<file path="src/rtl/sprite_linebuf.sv">
// Double-buffered scanline buffer: scans the front bank out to the colour stage
// while the sprite renderer fills the back bank; front pixels are erased as they are read.
module sprite_linebuf #(
    parameter int PIXW    = 8,
    parameter int HLAST   = 442,
    parameter int HACTIVE = 256,
    parameter int VLAST   = 262
) (
    input  logic            clk,
    input  logic            reset_n,
    input  logic [8:0]      hcount,
    input  logic [8:0]      vcount,
    input  logic            hb,
    input  logic            vb,
    input  logic            wr_en,
    input  logic [7:0]      wr_x,
    input  logic [PIXW-1:0] wr_pix,
    output logic            line_start,
    output logic [8:0]      render_line,
    output logic            ready,
    output logic [PIXW-1:0] pix_out
);

    localparam logic [8:0] HLAST_V   = 9'(HLAST);
    localparam logic [8:0] HACT_V    = 9'(HACTIVE);
    localparam logic [8:0] VLAST_V   = 9'(VLAST);
    localparam logic [8:0] CLR_LAST  = 9'(2 * HACTIVE - 1);

    typedef enum logic {
        CLEAR,
        RUN
    } state_t;

    state_t state, state_next;

    logic [8:0]      clr_cnt;
    logic            bank_sel;
    logic            scrub_valid;
    logic [7:0]      scrub_addr;
    logic            scrub_bank;
    logic [8:0]      render_next;

    logic [PIXW-1:0] bank0 [HACTIVE];
    logic [PIXW-1:0] bank1 [HACTIVE];

    logic            we0, we1;
    logic [7:0]      addr0, addr1;
    logic [PIXW-1:0] wd0, wd1;

    always_ff @(posedge clk) begin
        if (!reset_n) begin
            state <= CLEAR;
        end else begin
            state <= state_next;
        end
    end

    always_comb begin
        state_next = state;
        ready      = 1'b0;
        case (state)
            CLEAR: begin
                if (clr_cnt == CLR_LAST) begin
                    state_next = RUN;
                end
            end
            RUN: begin
                ready = 1'b1;
            end
            default: begin
                state_next = CLEAR;
            end
        endcase
    end

    // bit 8 of the clear counter picks the bank, bits 7:0 the pixel
    always_ff @(posedge clk) begin
        if (!reset_n) begin
            clr_cnt <= '0;
        end else if (state == CLEAR) begin
            clr_cnt <= clr_cnt + 9'd1;
        end
    end

    // The line after next, wrapping at the frame end
    always_comb begin
        if (vcount >= VLAST_V - 9'd1) begin
            render_next = vcount - (VLAST_V - 9'd1);
        end else begin
            render_next = vcount + 9'd2;
        end
    end

    always_ff @(posedge clk) begin
        if (!reset_n) begin
            bank_sel    <= 1'b0;
            line_start  <= 1'b0;
            render_line <= '0;
            scrub_valid <= 1'b0;
            scrub_addr  <= '0;
            scrub_bank  <= 1'b0;
        end else begin
            line_start  <= 1'b0;
            scrub_valid <= (state == RUN) && (hcount < HACT_V);
            scrub_addr  <= hcount[7:0];
            scrub_bank  <= bank_sel;
            if ((state == RUN) && (hcount == HLAST_V)) begin
                bank_sel    <= ~bank_sel;
                line_start  <= 1'b1;
                render_line <= render_next;
            end
        end
    end

    // Each bank has one write port; in RUN the scrub and the renderer always hit opposite banks
    always_comb begin
        we0   = 1'b0;
        we1   = 1'b0;
        addr0 = '0;
        addr1 = '0;
        wd0   = '0;
        wd1   = '0;
        if (state == CLEAR) begin
            if (clr_cnt[8]) begin
                we1   = 1'b1;
                addr1 = clr_cnt[7:0];
            end else begin
                we0   = 1'b1;
                addr0 = clr_cnt[7:0];
            end
        end else begin
            if (scrub_valid) begin
                if (scrub_bank) begin
                    we1   = 1'b1;
                    addr1 = scrub_addr;
                end else begin
                    we0   = 1'b1;
                    addr0 = scrub_addr;
                end
            end
            if (wr_en && (wr_pix != '0)) begin
                if (bank_sel) begin
                    we0   = 1'b1;
                    addr0 = wr_x;
                    wd0   = wr_pix;
                end else begin
                    we1   = 1'b1;
                    addr1 = wr_x;
                    wd1   = wr_pix;
                end
            end
        end
    end

    always_ff @(posedge clk) begin
        if (we0) begin
            bank0[addr0] <= wd0;
        end
        if (we1) begin
            bank1[addr1] <= wd1;
        end
    end

    always_ff @(posedge clk) begin
        if (!reset_n) begin
            pix_out <= '0;
        end else if ((state == RUN) && !hb && !vb && (hcount < HACT_V)) begin
            pix_out <= bank_sel ? bank1[hcount[7:0]] : bank0[hcount[7:0]];
        end else begin
            pix_out <= '0;
        end
    end

endmodule

</file>
<file path="config.mk">
export PLATFORM = sky130hd
export DESIGN_NAME = sprite_linebuf
export DESIGN_NICKNAME = d
export VERILOG_FILES = /design/src/rtl/sprite_linebuf.sv
export SDC_FILE = /design/constraint.sdc
export NUM_CORES = 2
export LEC_CHECK = 0
export BUFFER_PORTS_ARGS = -buffer_cell sky130_fd_sc_hd__buf_2
export CELL_PAD_IN_SITES_DETAIL_PLACEMENT = 1
export CELL_PAD_IN_SITES_GLOBAL_PLACEMENT = 1
export CORE_UTILIZATION = 40
export DETAILED_ROUTE_END_ITERATION = 16
export PLACE_DENSITY = 0.58
export SLEW_MARGIN = 10
export SYNTH_ARGS = -nofsm -noshare
export SYNTH_HDL_FRONTEND = slang
export SYNTH_SLANG_ARGS = --single-unit
</file>
<file path="constraint.sdc">
create_clock -name clk -period 6.1 [get_ports clk]
set_input_delay 0.61 -clock clk [delete_from_list [all_inputs] [get_ports clk]]
set_output_delay 0.61 -clock clk [all_outputs]
set_load 0.01 [all_outputs]
</file>
-- Word level (Yosys, flattened, before mapping)
Memories as Yosys holds them, arrays and structs flattened.
Cells that the tools add are included.
W data, S select, Z words.
- register bits after elaboration: 39
- memory bits (writable): 4096
- memories kept: 2
- memories (name ; words ; bits a word ; rd ports ; clocked after Yosys merged registers in ; write ports ; line ; source):
    bank0 ; 256 ; 8 ; 1 ; 0 ; 1 ; 43 ; logic [PIXW-1:0] bank0 [HACTIVE];
    bank1 ; 256 ; 8 ; 1 ; 0 ; 1 ; 44 ; logic [PIXW-1:0] bank1 [HACTIVE];
- $add $sub $neg: 3
- magnitude comparators: 2
- equality and inequality tests: 2
- muxes and demuxes: 40
- bitwise operators: 1
- reductions and logical operators: 10
- operator list (cell ; number):
    $mux W8 ; 19
    $mux W1 ; 20
    $eq A9 B9 Y1 const B ; 2
    $add A9 B1 Y9 const B ; 1
    $add A9 B2 Y9 const B ; 1
    $ge A9 B9 Y1 const B ; 1
    $lt A9 B9 Y1 const B ; 1
    $mux W9 ; 1
    $sub A9 B9 Y9 const B ; 1
    $reduce_bool A8 Y1 ; 1
    $logic_and A1 B1 Y1 ; 6
    $logic_not A1 Y1 ; 2
    $reduce_and A2 Y1 ; 1
    $not A1 Y1 ; 1

-- Logic depth before layout (Yosys ltp)
- depth after elaboration: 7
- depth in mapped cells: 14

-- Worst setup path after synthesis
Ideal clock, no wire load.
- kind: register to register
- from: register state
- to: memory bank1[0][0] (data pin)
- setup time: 873 ps
- arrival: 4863 ps
- path slack: 363 ps
- stages on the path, launching flop included: 6
- path buffers: 4
- period minus slack after synthesis: 5737 ps
- cells stage by stage: dfxtp_1 clkbuf_1 buf_1 buf_1 clkbuf_1 and3_1
- cells in the longest elaborated chain, start to end: 1
- RTL lines (what ; line ; source):
    start, declared ; 34 ; state_t state, state_next;
    start signal, assigned ; 54 ; state <= state_next;
    $mux W8 ; 123 ; if (state == CLEAR) begin
    named net wd1[0] ; 48 ; logic [PIXW-1:0] wd0, wd1;
    end, declared ; 44 ;
The timed path passes the listed nets, and every way through them passes these cells.

-- Worst setup path in the final report
- from: register bank_sel
- to: memory bank1[96][4], enable pin
- cells in the longest elaborated chain, start to end: 5
- RTL lines (what ; line ; source):
    start, declared ; 37 ; logic bank_sel;
    start signal, assigned ; 108 ; bank_sel <= ~bank_sel;
    $mux W1 ; 142 ; if (bank_sel) begin
    $mux W1 ; 141 ; if (wr_en && (wr_pix != '0)) begin
    $mux W1 ; 123 ;
    $mux W1 ; 159 ; if (we1) begin
    $mux W1 (implied by the code) ; 160 ; bank1[addr1] <= wd1;
Parallel ways exist; a longest one is shown, timed or not.

==> flow_summary.yaml <==
floorplanning:
  die_w_um: 637
  std_cell_rows: 232
  coreArea_um2: 400000
  io_pins: 58
  start_util_pct: 40.3
  die_h_um: 637
  die-area_um2: 406000
power:
  pwr_density_cell_nw_per_um2: 321
  leakage_nw: 50.9
  vdd_drop_max_mv: 0.248
final_layout:
  final_util_pct: 45.8
  drive_gt1_share_pct: 24.4
  syn_to_final_growth_pct: 13.7
  layout.nets: 8199
setup_path:
  critPathTopFamily: "compound AO/OA/AOI/OAI gates"
  worstRegToRegCells: 7
  endpoint_kind: "flip-flop"
  max_stage_delay_ps: 930
  critPathSlowestCell: "a211o_2"
  cp-start-kind: "flip-flop"
  worst-setup-path-type: "flip-flop to flip-flop"
  rrSetupSlack_ps: 1320
  critPathBufInv: 1
  path_max_fanout: 13
  required_ps: 6700
  reg2reg_from: "bank_sel"
  path_cells: "buf_4 > a211oi_4 > mux2_2 > a22oi_2 > nand4_1 > a211o_2 > nor2_1"
  timing.rr.end: "bank1[96][4]"
  cp.arrival_ps: 5380
drt:
  viasPerCell: 6.02
  drc: 0
  wl_mm: 503
  ant_nets: 0
  first_pass_iters: 6
  drt_iter0_drc: 10100
  vias: 83000
  avgRoutedWirePerCell_um: 36.5
clocking:
  h-tree-depth: 5
  cts.clk_slew.worst_paths_ps: 60
  cts_tree: "yes"
  cts_resized: 0
  cts-root-buf: "clkbuf_16"
  cts_sinks: 4135
  cts_buffers: 432
  clk_latency_ps: 1010
  cts_buffer_depth: 4
timing:
  rsz0062_at_grt: "no"
  fin_crit_ps: 4780
  final-setup-viol-count: 0
  max_slew_margin_pct: 1.90
  worstMarginPinSlew_ps: 1470
  min_period_over_period_pct: 78.3
  fin_worst_skew_ps: 58.7
  hold_violations: 0
  max_freq_ghz: 0.209
  drv_slew: 0
  tns_ps: 0
yosys:
  synth-edff-count: 4096
  avgSynthCellArea_um2: 20.8
  synthesis.area_um2: 161000
  ys_seq_area_share_pct: 76.7
  synth_compound_area_share_pct: 3.52
  synth_mux_area_share_pct: 15.2
  synth_nets: 7795
  synth_cell_types: 87
  netlist_instances: 7750
  yosys_register_bits: 4135
  synth_ff_type: "edfxtp_1"
  synth-simple-area-share_pct: 2.60
  synth_top_family_by_area: "multiplexers"
  synth_top_area_share_pct: 76.3
  async_flop_share_pct: 0
  synthXorXnorAreaFrac_pct: 0.0706
  synth_common_cells: "edfxtp_1, mux4_2, nor2_1"
  yosysMostFrequentCell: "edfxtp_1"
  synth_area_leaders: "edfxtp_1, mux4_2, mux2i_1"
  yosys_warnings: 0
  synth_largest_area_cell: "edfxtp_1"
  synth_fa_ha_area_share_pct: 0.0465
global_routing:
  grt_pass1_vias: 85500
  grt_max_degree: 212
  grt_pass1_wl_mm: 696
  antenna_found_initial: 38
  grt_usage_pct: 24.4
  grt.overflow.total: 0
hold_path:
  hp-start: "vcount[7]"
  hold_end: "render_line[7]"
  min_path_cells: 4
  min_path_type: "primary input to flip-flop"
outcome:
  outcome: "completed"
placement:
  io_buffers: 57
  gp_congestion: 0.834
  dp_hpwl_mm: 307
flow_run:
  drv_cap: 0
==> power breakdown <==
| part | switching, W | internal [W] | leakage, nW |
|---|---|---|---|
| Combinational | 0.00142 | 0.000677 | 12.5 |
| Sequential | 0.0000117 | 0.0308 | 31.6 |
| Clock | 0.0112 | 0.0149 | 6.75 |
==> worst max path at each step <==
stage	startpoint	endpoint	depth (start not counted)
after CTS	bank_sel	bank1[0][2]	7
after global routing	bank_sel	bank1[192][2]	7
after floorplan	state	bank1[0][0]	5
after global placement	hcount[1]	pix_out[0]	9
after detailed placement	hcount[1]	pix_out[0]	9
final	bank_sel	bank1[96][4]	7
==> layer usage <==
metal / track usage [%] / vias to the layer above / wire length (um)
li1: - / 33200 / -
met5: 0 / - / 57
met3: 3.50 / 676 / 35700
met2: 39.8 / 3367 / 242000
met4: 6.73 / 8 / 15400
met1: 34.4 / 45700 / 210000
==> logic make-up (layout without fill, tap and decap cells) <==
group	Yosys count	after routing
AOI/OAI and AO/OA	772	772
other	0	9
adders and majority gates	6	6
muxes	1330	1330
DFF	4135	4135
buffers and inverters	505	1268
xor gates and xnor gates	13	13
and+or+nand+nor	989	989
==> cells in the final DEF (no fill, tap or decap), types with 59 or more instances in the layout <==
| cell | n |
|---|---|
| a221oi_1 | 71 |
| buf_4 | 328 |
| o221ai_1 | 99 |
| edfxtp_1 | 4096 |
| clkbuf_1 | 81 |
| clkbuf_16 | 442 |
| mux4_2 | 892 |
| clkinv_2 | 86 |
| buf_12 | 71 |
| clkinv_1 | 96 |
| a22oi_1 | 138 |
| o21ai_0 | 59 |
| nand2_1 | 175 |
| a21oi_1 | 108 |
| mux2i_1 | 407 |
| nor2_1 | 591 |
==> state kept, by name, indices dropped and copies added (netlist names) <==
signal and count:
pix_out 8, scrub_addr 8, line_start 1, render_line 9, clr_cnt 9, bank0 2048
bank_sel 1, bank1 2048, state 1, scrub_bank 1, scrub_valid 1
==> final cells by class <==
| type | count | area [um^2] |
|---|---|---|
| fill | 36200 | 217000 |
| sequential | 4135 | 124000 |
| multi-input combinational | 3110 | 34800 |
| clock buffer | 533 | 11500 |
| tap | 5265 | 6590 |
| timing repair buffer | 454 | 4190 |
| clock inverter | 260 | 2300 |
| inverter | 21 | 96.3 |
| antenna | 9 | 22.5 |
==> timing repair <==
item                                   in CTS  in global routing
endpoints found under the hold margin       1                  0
hold buffers                                1                  0
setup buffers                               0                  0
==> stage by stage <==
stage,worst slack [ps],total power [W],instance area (um^2),cells,hold slack (ps)
4_1_cts,1370,0.0593,183000,13800,4.94
3_3_place_gp,1030,0.0335,169000,13000,482
5_1_grt,1250,0.0603,183000,13800,67.5
2_1_floorplan,363,0.0325,161000,7750,529
3_5_place_dp,999,0.0335,169000,13000,487
6_report,1320,0.0589,183000,13800,70.0
==> tightest hold or removal path, stage by stage <==
cell	delay, ps
buf_2	120
xnor2_1	90
mux2i_1	130
nor2b_1	60
Note: power is estimated with default switching activity, not from simulation.
